## src/rtl/instr_fetch_unit_if.sv

```systemverilog
// Decoder-facing instruction handshake: {instr, pc} with valid/ready.
// master = fetch unit (producer), slave = decoder (consumer).
interface instr_fetch_unit_if;
  logic        instr_valid;
  logic        instr_ready;
  logic [31:0] instr_out;
  logic [31:0] pc_out;

  modport master (output instr_valid, output instr_out, output pc_out, input instr_ready);
  modport slave  (input instr_valid, input instr_out, input pc_out, output instr_ready);
endinterface

```

## src/rtl/instr_fetch_unit.sv

```systemverilog
// Instruction fetch: PC, single-outstanding fetch to a 1-cycle synchronous imem,
// DEPTH-entry {instr, pc} FIFO toward decode, redirect flush and misalignment halt.
//
// state   | meaning
// ST_RUN  | fetching, FIFO fed from imem responses
// ST_ERR  | halted after misaligned redirect; FIFO drains, no new fetches
module instr_fetch_unit #(
  parameter logic [31:0] RESET_PC  = 32'h0000_0000,
  parameter int          DEPTH     = 2,
  parameter logic [31:0] NOP_INSTR = 32'h0000_0013
) (
  input  logic                       clk,
  input  logic                       rst,
  output logic                       imem_req,
  output logic [31:0]                imem_addr,
  input  logic [31:0]                imem_rdata,
  input  logic                       redirect_valid,
  input  logic [31:0]                redirect_pc,
  instr_fetch_unit_if.master         dec,
  output logic                       misaligned_err
);

  localparam int AW = $clog2(DEPTH);
  localparam int CW = AW + 1;

  typedef enum logic {ST_RUN, ST_ERR} state_e;

  state_e          state_q, state_d;
  logic [31:0]     pc_q, pc_d;
  logic            inflight_q, inflight_d;
  logic [31:0]     inflight_pc_q, inflight_pc_d;
  logic [AW-1:0]   rd_ptr_q, rd_ptr_d;
  logic [AW-1:0]   wr_ptr_q, wr_ptr_d;
  logic [CW-1:0]   count_q, count_d;
  logic [31:0]     mem_instr_q [DEPTH];
  logic [31:0]     mem_instr_d [DEPTH];
  logic [31:0]     mem_pc_q    [DEPTH];
  logic [31:0]     mem_pc_d    [DEPTH];

  logic            head_valid;
  logic            pop;
  logic            push;
  logic [CW:0]     occ;

  always_comb begin
    state_d       = state_q;
    pc_d          = pc_q;
    inflight_d    = 1'b0;
    inflight_pc_d = inflight_pc_q;
    rd_ptr_d      = rd_ptr_q;
    wr_ptr_d      = wr_ptr_q;
    mem_instr_d   = mem_instr_q;
    mem_pc_d      = mem_pc_q;

    // Outputs are masked while rst is high because reset is synchronous.
    head_valid      = !rst && (count_q != '0);
    dec.instr_valid = head_valid;
    dec.instr_out   = head_valid ? mem_instr_q[rd_ptr_q] : NOP_INSTR;
    dec.pc_out      = head_valid ? mem_pc_q[rd_ptr_q] : 32'h0;
    misaligned_err  = !rst && (state_q == ST_ERR);

    pop  = head_valid && dec.instr_ready;
    push = inflight_q;
    occ  = {1'b0, count_q} + (CW+1)'(inflight_q) - (CW+1)'(pop);

    imem_req  = !rst && (state_q == ST_RUN) && !redirect_valid && (occ < (CW+1)'(DEPTH));
    imem_addr = pc_q;

    if (push) begin
      mem_instr_d[wr_ptr_q] = imem_rdata;
      mem_pc_d[wr_ptr_q]    = inflight_pc_q;
      wr_ptr_d              = wr_ptr_q + 1'b1;
    end
    if (pop) begin
      rd_ptr_d = rd_ptr_q + 1'b1;
    end
    count_d = count_q + CW'(push) - CW'(pop);

    if (imem_req) begin
      pc_d          = pc_q + 32'd4;
      inflight_d    = 1'b1;
      inflight_pc_d = pc_q;
    end

    // Redirect flushes everything, including the response landing this edge.
    if (redirect_valid) begin
      count_d    = '0;
      rd_ptr_d   = '0;
      wr_ptr_d   = '0;
      inflight_d = 1'b0;
      pc_d       = {redirect_pc[31:2], 2'b00};
      state_d    = (redirect_pc[1:0] != 2'b00) ? ST_ERR : ST_RUN;
    end
  end

  always_ff @(posedge clk) begin
    if (rst) begin
      state_q       <= ST_RUN;
      pc_q          <= RESET_PC;
      inflight_q    <= 1'b0;
      inflight_pc_q <= 32'h0;
      rd_ptr_q      <= '0;
      wr_ptr_q      <= '0;
      count_q       <= '0;
    end else begin
      state_q       <= state_d;
      pc_q          <= pc_d;
      inflight_q    <= inflight_d;
      inflight_pc_q <= inflight_pc_d;
      rd_ptr_q      <= rd_ptr_d;
      wr_ptr_q      <= wr_ptr_d;
      count_q       <= count_d;
    end
  end

  // FIFO storage needs no reset; occupancy is tracked by count_q.
  always_ff @(posedge clk) begin
    mem_instr_q <= mem_instr_d;
    mem_pc_q    <= mem_pc_d;
  end

endmodule

```

## src/flat_wrapper.sv

```systemverilog
// flat-port wrapper written by rule: the top's interface ports become plain ports
module instr_fetch_unit_flat 
#(
  parameter logic [31:0] RESET_PC  = 32'h0000_0000,
  parameter int          DEPTH     = 2,
  parameter logic [31:0] NOP_INSTR = 32'h0000_0013
)
  (clk, rst, imem_req, imem_addr, imem_rdata, redirect_valid, redirect_pc, misaligned_err, dec_instr_valid, dec_instr_out, dec_pc_out, dec_instr_ready);
  instr_fetch_unit_if dec_i ();
  input  logic clk;
  input  logic rst;
  output logic imem_req;
  output logic [31:0] imem_addr;
  input  logic [31:0] imem_rdata;
  input  logic redirect_valid;
  input  logic [31:0] redirect_pc;
  output logic misaligned_err;
  output wire logic [$bits(dec_i.instr_valid)-1:0] dec_instr_valid;
  output wire logic [$bits(dec_i.instr_out)-1:0] dec_instr_out;
  output wire logic [$bits(dec_i.pc_out)-1:0] dec_pc_out;
  input wire logic [$bits(dec_i.instr_ready)-1:0] dec_instr_ready;
  assign dec_instr_valid = dec_i.instr_valid;
  assign dec_instr_out = dec_i.instr_out;
  assign dec_pc_out = dec_i.pc_out;
  assign dec_i.instr_ready = dec_instr_ready;
  instr_fetch_unit #(.RESET_PC(RESET_PC), .DEPTH(DEPTH), .NOP_INSTR(NOP_INSTR)) u_core (.clk(clk), .rst(rst), .imem_req(imem_req), .imem_addr(imem_addr), .imem_rdata(imem_rdata), .redirect_valid(redirect_valid), .redirect_pc(redirect_pc), .dec(dec_i), .misaligned_err(misaligned_err));
endmodule
```

## config.mk

```make
export PLATFORM = sky130hd
export DESIGN_NAME = instr_fetch_unit_flat
export DESIGN_NICKNAME = d
export VERILOG_FILES = /design/src/rtl/instr_fetch_unit_if.sv /design/src/rtl/instr_fetch_unit.sv /design/src/flat_wrapper.sv
export SDC_FILE = /design/constraint.sdc
export NUM_CORES = 1
export LEC_CHECK = 0
export ABC_AREA = 1
export CAP_MARGIN = 15
export CORE_MARGIN = 5
export CORE_UTILIZATION = 35
export CTS_CLUSTER_DIAMETER = 100
export DETAILED_ROUTE_END_ITERATION = 6
export DONT_BUFFER_PORTS = 1
export GPL_TIMING_DRIVEN = 1
export HOLD_SLACK_MARGIN = 0.1
export PLACE_DENSITY = 0.54
export SYNTH_ARGS = -nofsm -noshare
export SYNTH_HDL_FRONTEND = slang
export SYNTH_SLANG_ARGS = --single-unit
```

## constraint.sdc

```tcl
create_clock -name clk -period 7.2 [get_ports clk]
set_clock_uncertainty 0.2 [all_clocks]
set_input_delay 1.08 -clock clk [delete_from_list [all_inputs] [get_ports clk]]
set_output_delay 1.08 -clock clk [all_outputs]
set_load 0.005 [all_outputs]
```

## After elaboration in Yosys (flattened, before gate mapping)

Index checks and enable logic that the tools add are counted.

| storage, ports and cells | value |
|---|---|
| word-level logic and storage cells | 55 |
| register bits after elaboration | 198 |
| input bits | 68 |
| output and inout port bits | 99 |

| cells by class | value |
|---|---|
| magnitude comparators | 4 |
| $add $sub $neg | 7 |
| reductions and logical operators | 13 |
| bitwise operators | 3 |
| mux-type cells | 16 |

Operator list:

| cell | count |
|---|---|
| $mux W32 | 11 |
| $bwmux W64 | 2 |
| $add A32 B3 Y32 const B | 1 |
| $demux W32 S1 | 1 |
| $logic_and A1 B1 Y1 | 7 |
| $reduce_bool A2 Y1 | 3 |
| $ge A2 B2 Y1 const B | 2 |
| $not A1 Y2 | 2 |
| $add A2 B1 Y3 | 1 |
| $lt A3 B2 Y1 const B | 1 |
| $sub A3 B1 Y3 | 1 |
| $add A1 B1 Y1 const B | 2 |
| $add A2 B1 Y2 | 1 |
| $logic_not A1 Y1 | 2 |
| $lt A2 B1 Y1 const B | 1 |
| $mux W1 | 2 |
| $reduce_or A2 Y1 | 1 |
| $sub A2 B1 Y2 | 1 |
| $not A1 Y1 | 1 |

## Longest topological paths before layout

| logic depth | value |
|---|---|
| word-level depth | 8 |
| gate-level depth with buffers | 22 |
| depth with buffers taken out | 19 |

## Worst setup path after synthesis

OpenSTA, ideal clock, no wires.

| timing | value |
|---|---|
| kind | input port to output port |
| start | input port rst |
| end | output port imem_req |
| arrival | 2962 ps |
| buffers on the path | 2 |
| data required time | 5920 ps |
| path slack | 2958 ps |
| stages | 16 |
| path through | buf_6 clkinv_4 o21ai_0 inv_2 nand2_1 inv_1 ha_1 inv_1 ha_1 fa_1 inv_1 nand2_1 nor2_1 nand2_1 inv_2 buf_2 |

| between the ends | value |
|---|---|
| cells in the longest elaborated chain, start to end | 6 |
| elaborated cells on any way between the ends | 8 |
| classes of those cells | add/sub (1); order compare (1); reduce/logical (6) |

Ends and longest elaborated chain:

| item | line | source |
|---|---|---|
| start: declaration | flat_wrapper.sv:11 | `input logic rst;` |
| $logic_not A1 Y1 | instr_fetch_unit.sv:56 | `head_valid = !rst && (count_q != '0);` |
| $logic_and A1 B1 Y1 | instr_fetch_unit.sv:56 |  |
| $logic_and A1 B1 Y1 | instr_fetch_unit.sv:62 | `pop = head_valid && dec.instr_ready;` |
| via u_core.pop | instr_fetch_unit.sv:41 | `logic pop;` |
| $sub A3 B1 Y3 | instr_fetch_unit.sv:64 | `occ = {1'b0, count_q} + (CW+1)'(inflight_q) - (CW+1)'(pop);` |
| via u_core.occ[1] | instr_fetch_unit.sv:43 | `logic [CW:0] occ;` |
| $lt A3 B2 Y1 | instr_fetch_unit.sv:66 | `imem_req = !rst && (state_q == ST_RUN) && !redirect_valid && (occ < (CW+1)'(DEPTH));` |
| $logic_and A1 B1 Y1 | instr_fetch_unit.sv:66 |  |
| end: declaration | flat_wrapper.sv:12 | `output logic imem_req;` |

The timed path passes the listed nets, and every way through them passes these cells.

## Final worst setup path

Ends and elaborated chain as after synthesis.

==> impl_metrics.ini <==
[cells_and_area]
fin_area_um2 = 9380
final_common_cell = nand2_1
most-common-layout-cells = 393 x nand2_1, 136 x inv_1, 124 x edfxtp_1
postLayoutCoreUtil = 0.387
regArea_um2 = 5050
syn2layout_area_growth_pct = 9.38
drive_gt1_frac = 0.0616
diodes = 0
final_net_count = 1081
instances_no_fill = 1346
fillCellCount = 2484
multi_input_area_um2 = 2770

[synth]
ys_warn_count = 0
yosysSeqAreaShare = 0.588
synth_cells = 1026
yosys_register_bits = 190
syn_area_per_cell_um2 = 8.36
syn_area_um2 = 8580
ys_types = 31

[floorplanning]
io-pin-count = 167
core-area_um2 = 24200
dieHeight_um = 167
die-area_um2 = 27700
die_w_um = 167
row_count = 57
initial_core_util = 0.354

[routing]
ant_nets = 0
drcViolationCount = 0
num_vias = 6072
viasPerCell = 4.51
avgRoutedWirePerCell_um = 15.0
wl_met2_mm = 9.26
top_layer_used = met5
routed_wl_mm = 20.2
first_pass_iters = 5
wl_met1_mm = 9.36
wl_met3_mm = 1.32
drtIter0Drc = 423

[clock_network]
root_buffer = clkbuf_16
clkTransAtPathRegs_ns = 0.07
cts_made_buffers = 17
cts_setup_buffers = 0
cts_resized = 0
htreeDepth = 4
clkSinkCount = 190
clockBufferDepth = 2
clk_latency_ns = 0.43
hold_buffers = 0
cts_tree = yes

[global_routing]
grt_max_degree = 64
grt_pass1_vias = 5882
antenna_found_initial = 1
grt-ovfl-total = 0
grtUsageTotal = 0.147
grt_pass1_wl_mm = 32.6

[setup_path]
crit_arrival_ns = 3.52
required_ns = 5.92
critPathKind = input port to output port
endpoint_kind = output port
r2r_slack_ns = 3.71
worstReg2RegStart = u_core.count_q[1]
start_kind = input port
reg2reg_to = u_core.imem_addr[6]
cp_max_fo = 51
reg2reg_depth = 19

[power_and_ir_drop]
p_sw_frac = 0.242
power_frac_clock = 0.401
power-per-cell-area_nw_per_um2 = 245
seqPwrFrac = 0.544
leakagePower_nw = 4.17
ir_worst_vdd_uv = 128
pwr-share-comb = 0.056
p_switching_w = 0.000555
p_int_w = 0.00174

[placed_design]
placed_cells = 1314
place_area_um2 = 8810
dp_hpwl_mm = 13.6
port_buffers = 0
gp_congestion = 0.870

[timing]
grt_setup_unrepaired = no
fin_crit_ns = 4.80
hold_violations = 0
tightestPinTransition_ns = 0.869
finalSetupTns_ns = 0
drv_slew = 0
max_freq_mhz = 208
max_slew_margin = 0.420
finalSetupViolCount = 0
period_share = 0.666

[outcome]
status = completed

[hold_path]
min_from = u_core.inflight_pc_q[28]
hold_class = flip-flop to flip-flop
holdPathStages = 0
min_to = u_core.mem_pc_q[60]

[flow_run]
max_cap_viol_count = 0
-- flip-flops by register name, summed over array words and instances (netlist names) --
register / count
u_core.mem_pc_q: 60
u_core.mem_instr_q: 64
u_core.inflight_pc_q: 30
u_core.inflight_q: 1
u_core.state_q: 1
u_core.wr_ptr_q: 1
u_core.rd_ptr_q: 1
u_core.count_q: 2
u_core.imem_addr: 30
-- power by group through the flow --
stage / Sequential (W) / Combinational [W] / Clock, W
final: 0.00125 / 0.000127 / 0.000919
after detailed placement: 0.00127 / 0.000130 / 0
after floorplan: 0.00126 / 0.000111 / 0
after global placement: 0.00127 / 0.000128 / 0
after CTS: 0.00125 / 0.000130 / 0.000943
after global routing: 0.00125 / 0.000151 / 0.000989
-- stage by stage --
step | total power [W] | setup WS, ns | hold WS [ns]
2_1_floorplan | 0.00137 | 2.96 | 0.220
3_3_place_gp | 0.00140 | 2.43 | 0.238
3_5_place_dp | 0.00140 | 2.40 | 0.247
4_1_cts | 0.00232 | 2.40 | 0.264
5_1_grt | 0.00240 | 2.11 | 0.278
6_report | 0.00229 | 2.40 | 0.262
-- logic make-up (layout without fill, tap and decap cells) --
logic type	count (synthesis)	count (layout)	share of synthesized area
xor+xnor	5	5	0.00511
simple gates	593	593	0.278
buf+inv	188	181	0.0916
compound gates	45	45	0.0300
other cells	1	4	0.000437
flops	190	190	0.588
fa+ha+maj	4	4	0.00671
-- layer usage --
metal | vias up | global-route usage
met5 | - | 0
met4 | 2 | 0.0352
met3 | 14 | 0.0462
met2 | 162 | 0.234
met1 | 2729 | 0.198
li1 | 3165 | -
-- cell usage after synthesis --
master	count	area, um^2
nor3_1	19	95.1
xor2_1	3	26.3
nor2_2	12	75.1
a21oi_1	10	50.1
a21boi_1	3	22.5
ha_1	3	37.5
conb_1	1	3.75
clkinv_4	1	8.76
nand4_1	3	18.8
or2_2	1	6.26
xnor2_1	2	17.5
dfxtp_1	66	1320
inv_2	5	18.8
inv_1	137	514
nor2_1	98	368
buf_4	4	30.0
nor2_4	1	11.3
a31oi_1	2	12.5
fa_1	1	20.0
buf_1	7	26.3
nand2_4	1	11.3
edfxtp_1	124	3720
o21ai_0	21	105
clkbuf_1	21	78.8
buf_2	6	30.0
a211oi_1	7	52.6
nand2_1	394	1480
o211ai_1	2	15.0
nand2_2	1	6.26
nand3_1	63	315
buf_6	7	78.8
-- critical path, cell delays in order --
cell and delay (ns):
clkinv_4 0.19, o21ai_0 0.18, inv_2 0.05, nand2_1 0.08, inv_1 0.06, ha_1 0.27
inv_1 0.04, ha_1 0.18, fa_1 0.43, inv_1 0.08, nand2_1 0.05, nor2_1 0.11
nand2_2 0.07, inv_2 0.63
-- final cells by class --
| cell class | count | share of cell area |
|---|---|---|
| sequential | 190 | 0.538 |
| multi-input combinational | 651 | 0.295 |
| inverter | 143 | 0.0577 |
| clock buffer | 18 | 0.0457 |
| tap | 324 | 0.0432 |
| clock inverter | 14 | 0.0156 |
| timing repair buffer | 6 | 0.00480 |
-- how the worst max path moves through the flow --
stage / from / to / slack (ns) / cells past startpoint
after global placement: rst / imem_req / 2.43 / 14
after global routing: rst / imem_req / 2.11 / 14
after floorplan: rst / imem_req / 2.96 / 16
after detailed placement: rst / imem_req / 2.40 / 14
after CTS: rst / imem_req / 2.40 / 14
final: rst / imem_req / 2.40 / 14
Power figures use the tool's default switching activity.
==> patch 1, RTL diff (same flow settings) <==
`DEPTH` is set to 2 in 2 places; all go to 1.
--- a/src/rtl/instr_fetch_unit.sv
+++ b/src/rtl/instr_fetch_unit.sv
@@ -6,7 +6,7 @@
 // ST_ERR  | halted after misaligned redirect; FIFO drains, no new fetches
 module instr_fetch_unit #(
   parameter logic [31:0] RESET_PC  = 32'h0000_0000,
-  parameter int          DEPTH     = 2,
+  parameter int          DEPTH     = 1,
   parameter logic [31:0] NOP_INSTR = 32'h0000_0013
 ) (
   input  logic                       clk,
--- a/src/flat_wrapper.sv
+++ b/src/flat_wrapper.sv
@@ -2,7 +2,7 @@
 module instr_fetch_unit_flat 
 #(
   parameter logic [31:0] RESET_PC  = 32'h0000_0000,
-  parameter int          DEPTH     = 2,
+  parameter int          DEPTH     = 1,
   parameter logic [31:0] NOP_INSTR = 32'h0000_0013
 )
   (clk, rst, imem_req, imem_addr, imem_rdata, redirect_valid, redirect_pc, misaligned_err, dec_instr_valid, dec_instr_out, dec_pc_out, dec_instr_ready);
Check against the original RTL: not equivalent (a bounded check fails within 4 cycles, from zero or initial values and one cycle with rst high).
==> patch 1 against the original RTL <==
Worst setup slack gained 0.33 ns. Global-route usage is 0.75 points higher. Area after synthesis is 32% lower. Via count fell by 26%. Fmax is 7.4% higher. Total power is 22% lower. Combinational power is 16% lower. Register-to-register slack worse by 0.15 ns. Sequential cell count is 63 lower. Count of clock-buffer cells in the layout is 2 higher. Critical path type unchanged. Final area down 30%. Routed wire length decreased by 26%.
==> patch 1: results <==
export IMPL_outcome="finished, final reports clean"
export IMPL_synth_seq_area_share_pct=54.1
export IMPL_worst_hold_startpoint="u_core.inflight_pc_q[24]"
export IMPL_postCtsResizedCells=0
export IMPL_grt_max_degree=65
export IMPL_post_cts_buffers=0
export IMPL_yosysUniqueCellTypes=29
export IMPL_drive_gt1_share_pct=6.42
export IMPL_cts_htree_levels=4
export IMPL_fin_nets=822
export IMPL_preCtsSetupSlack_ns=2.50
export IMPL_reg2reg_from="u_core.count_q"
export IMPL_grt_pass1_vias=4232
export IMPL_first_pass_iters=5
export IMPL_crit_family="simple AND/OR/NAND/NOR gates"
export IMPL_timing_max_slew_rel_slack_pct=58.1
export IMPL_placed_cells=951
export IMPL_min_delay_path_class="reg2reg"
export IMPL_place_congestion=0.835
export IMPL_synthTopCellsByCount="nand2_1, nor2_1, inv_1, dfxtp_1, edfxtp_1"
export IMPL_drt_iter0_drc=289
export IMPL_final_max_slew_viol_count=0
export IMPL_critical_path_max_fanout=64
export IMPL_largest_register="u_core.mem_instr_q"
export IMPL_portBuffers=0
export IMPL_synth_cells=754
export IMPL_arrival_ns=3.18
export IMPL_clock_latency_ns=0.41
export IMPL_crit_path_top_delay_cell="buf_4"
export IMPL_slowest_delay_ns=0.51
export IMPL_ir_drop_v=0.000167
export IMPL_dp_hpwl_um=10800
export IMPL_crit_start="rst"
export IMPL_numCtsBuffers=17
export IMPL_root_buffer="clkbuf_16"
export IMPL_finalWirelength_um=14900
export IMPL_leakage_nw=2.87
export IMPL_synth_area_leaders="edfxtp_1, dfxtp_1, nand2_1"
export IMPL_yosys_warnings=0
export IMPL_ys_flop_type="dfxtp_1"
export IMPL_async_reset_ff_share_pct=0
export IMPL_antenna_found_initial=0
export IMPL_via_per_inst=4.59
export IMPL_grt_pass1_wl_um=23700
export IMPL_synth_edf_count=62
export IMPL_post_drt_wl_per_cell_um=15.1
export IMPL_clockBufferDepth=2
export IMPL_placed_cell_area_sq_mm=0.00602
export IMPL_antennaDiodeCount=0
export IMPL_grt_usage_pct=15.5
export IMPL_path_clk_slew_ns=0.06
export IMPL_largest_reg_flops=32
patch 1: final cells by class:
type / count / area [sq um]
Multi-Input combinational cell: 464 / 2040
Timing Repair Buffer: 4 / 30.0
Clock inverter: 12 / 129
Fill cell: 1753 / 9850
Sequential cell: 127 / 3160
Clock buffer: 20 / 468
Tap cell: 220 / 275
Inverter: 136 / 510
patch 1: kinds of logic (layout without fill, tap and decap cells):
family	Yosys count	in the layout	share of synthesized area [%]
flip-flops	127	127	54.1
XOR/XNOR	6	6	0.899
adder cells (fa/ha/maj)	4	4	0.856
other	1	4	0.0641
buffers and inverters	166	172	11.3
AO/OA/AOI/OAI	55	55	5.26
AND/OR/NAND/NOR	395	395	27.6
patch 1: path summary, 6_finish.rpt:
kind              slack [ns]  depth (start not counted)                   end
setup / recovery        2.74                         10              imem_req
hold / removal          0.23                          0   u_core.mem_pc_q[24]
setup reg to reg        3.56                         15  u_core.imem_addr[19]
hold reg to reg         0.23                          0   u_core.mem_pc_q[24]
patch 1: routing by layer:
layer	wire length [um]	track usage [%]	up-vias
li1	-	-	2339
met1	6890	20.8	2014
met2	6850	23.9	142
met3	872	4.80	16
met4	233	5.15	0
met5	0	0	-
patch 1: stage by stage:
step	util (%)	hold slack, ns
after floorplan	-	0.203
after global placement	36.6	0.213
after detailed placement	36.6	0.221
after CTS	40.2	0.234
after global routing	40.2	0.235
final	40.2	0.231
patch 1: where the power goes:
group / internal [mW] / switching, mW / leakage, nW / total [mW]
Sequential: 0.804 / 0.0312 / 1.10 / 0.835
Combinational: 0.0333 / 0.0733 / 1.47 / 0.107
Clock: 0.540 / 0.314 / 0.297 / 0.854
Total: 1.38 / 0.418 / 2.87 / 1.80
==> patch 2, RTL diff (config.mk and constraints unchanged) <==
Made on the original files. Register the output `misaligned_err`; this adds one clock of latency there. The other outputs are not delayed to match.
--- a/src/rtl/instr_fetch_unit.sv
+++ b/src/rtl/instr_fetch_unit.sv
@@ -24,6 +24,8 @@
   localparam int CW = AW + 1;
 
   typedef enum logic {ST_RUN, ST_ERR} state_e;
+
+  logic misaligned_err_d;
 
   state_e          state_q, state_d;
   logic [31:0]     pc_q, pc_d;
@@ -57,7 +59,7 @@
     dec.instr_valid = head_valid;
     dec.instr_out   = head_valid ? mem_instr_q[rd_ptr_q] : NOP_INSTR;
     dec.pc_out      = head_valid ? mem_pc_q[rd_ptr_q] : 32'h0;
-    misaligned_err  = !rst && (state_q == ST_ERR);
+    misaligned_err_d = !rst && (state_q == ST_ERR);
 
     pop  = head_valid && dec.instr_ready;
     push = inflight_q;
@@ -119,5 +121,9 @@
     mem_pc_q    <= mem_pc_d;
   end
 
+  always_ff @(posedge clk) begin
+    misaligned_err <= misaligned_err_d;
+  end
+
 endmodule
 
Formal check against the unedited RTL: not equivalent (Yosys sat finds a counterexample within 4 cycles, from zero or initial values and one cycle with rst high).
==> patch 2 against the original RTL <==
Non-clock buffer count increased by 1. Worst setup slack better by 0.18 ns. Global-route usage fell by 0.32 points. Final area is 0.45% higher. Count of clock-buffer cells in the layout did not move. Area after synthesis increased by 0.23%. Total power is 0.57% higher. Critical path depth rose by 1. Sequential cell count rose by 1. Via count barely moved. Routed wire length down 0.31%. Combinational power about the same. Fmax is 3.9% higher. Highest routed layer unchanged.
==> patch 2: results <==
export IMPL_fin_nets=1083
export IMPL_tightest_slew_ns=0.709
export IMPL_grt_pass1_vias=5667
export IMPL_synth_seq_area_share_pct=58.9
export IMPL_sw_frac_of_total_pct=24.6
export IMPL_ir_drop_v=0.000117
export IMPL_synth_area_leaders="edfxtp_1, nand2_1, dfxtp_1"
export IMPL_whs_ns=0.256
export IMPL_rrSetupSlack_ns=3.77
export IMPL_drive_gt1_share_pct=6.35
export IMPL_arrival_ns=3.34
export IMPL_met1Wirelength_um=9350
export IMPL_place_congestion=0.866
export IMPL_wl_met2_um=9120
export IMPL_dp_hpwl_um=13600
export IMPL_clkPwrFrac_pct=40.2
export IMPL_wl_met3_um=1350
export IMPL_leakage_nw=4.19
export IMPL_finalWirelength_um=20100
export IMPL_synthTopCellsByCount="nand2_1, inv_1, edfxtp_1, nor2_1, dfxtp_1"
export IMPL_outcome="finished, final reports clean"
export IMPL_slowest_delay_ns=0.43
export IMPL_grt_usage_pct=14.4
export IMPL_crit_path_top_delay_cell="buf_4"
export IMPL_fill_cells=2511
export IMPL_placed_cell_area_sq_mm=0.00884
-- patch 2: cell types whose count changed in the layout (fill, tap and decap cells not counted), sizes merged --
cell,delta
clkinv,+1
buf,+1
dfxtp,+1
bufinv,-1
clkinvlp,-1
inv,+1
-- patch 2: through the flow --
| step | instances | setup slack, ns | util [%] |
|---|---|---|---|
| after global placement | 1316 | 2.57 | 36.4 |
| after floorplan | 1030 | 2.96 | - |
| after detailed placement | 1316 | 2.56 | 36.4 |
| after global routing | 1348 | 2.32 | 38.9 |
| final | 1348 | 2.58 | 38.9 |
| after CTS | 1348 | 2.57 | 38.9 |
-- patch 2: path summary, 6_finish.rpt --
| check | startpoint | endpoint | depth (start not counted) |
|---|---|---|---|
| min | u_core.inflight_pc_q[12] | u_core.mem_pc_q[44] | 0 |
| min reg2reg | u_core.inflight_pc_q[12] | u_core.mem_pc_q[44] | 0 |
| max reg2reg | u_core.count_q[1] | u_core.imem_addr[6] | 19 |
| max | rst | imem_req | 15 |
-- patch 2: cell families (layout without fill, tap and decap cells) --
kind of cell	Yosys count	count (layout)	share of synthesized area [%]
buffers and inverters	188	182	9.14
XOR/XNOR	5	5	0.509
adder cells (fa/ha/maj)	4	4	0.669
other	1	4	0.0436
AND/OR/NAND/NOR	593	593	27.7
AO/OA/AOI/OAI	45	45	3.00
flip-flops	191	191	58.9
-- patch 2: power by group through the flow --
stage | sequential [mW] | clock (mW) | combinational (mW)
global route | 1.26 | 1.01 | 0.149
global placement | 1.28 | 0 | 0.128
CTS | 1.25 | 0.955 | 0.130
finish | 1.25 | 0.927 | 0.127
floorplan | 1.27 | 0 | 0.111
detailed placement | 1.28 | 0 | 0.129
-- patch 2: cell type report --
type | count | share of cell area (%)
Timing Repair Buffer | 7 | 0.557
Multi-Input combinational cell | 651 | 29.4
Sequential cell | 191 | 53.7
Inverter | 143 | 5.75
Tap cell | 324 | 4.30
Clock buffer | 18 | 4.78
Clock inverter | 14 | 1.49
-- patch 2: worst register-to-register path, cell delays in order, from the launching register on --
cell and delay [ns]:
dfxtp_1 0.34, o21ai_0 0.21, inv_2 0.05, nand2_1 0.08, inv_1 0.06, ha_1 0.27, inv_1 0.04, ha_1 0.18
fa_1 0.47, inv_1 0.05, nand2_1 0.06, nor2_1 0.04, nand2_2 0.06, buf_4 0.50, nand2_2 0.28, inv_2 0.22
nand2_1 0.08, o211ai_1 0.09, nand2_1 0.07, inv_1 0.05
-- patch 2: metal layers --
metal / vias up / GRT usage (%)
met2: 151 / 22.5
li1: 3175 / -
met3: 19 / 3.93
met4: 2 / 4.23
met5: - / 0
met1: 2729 / 19.8
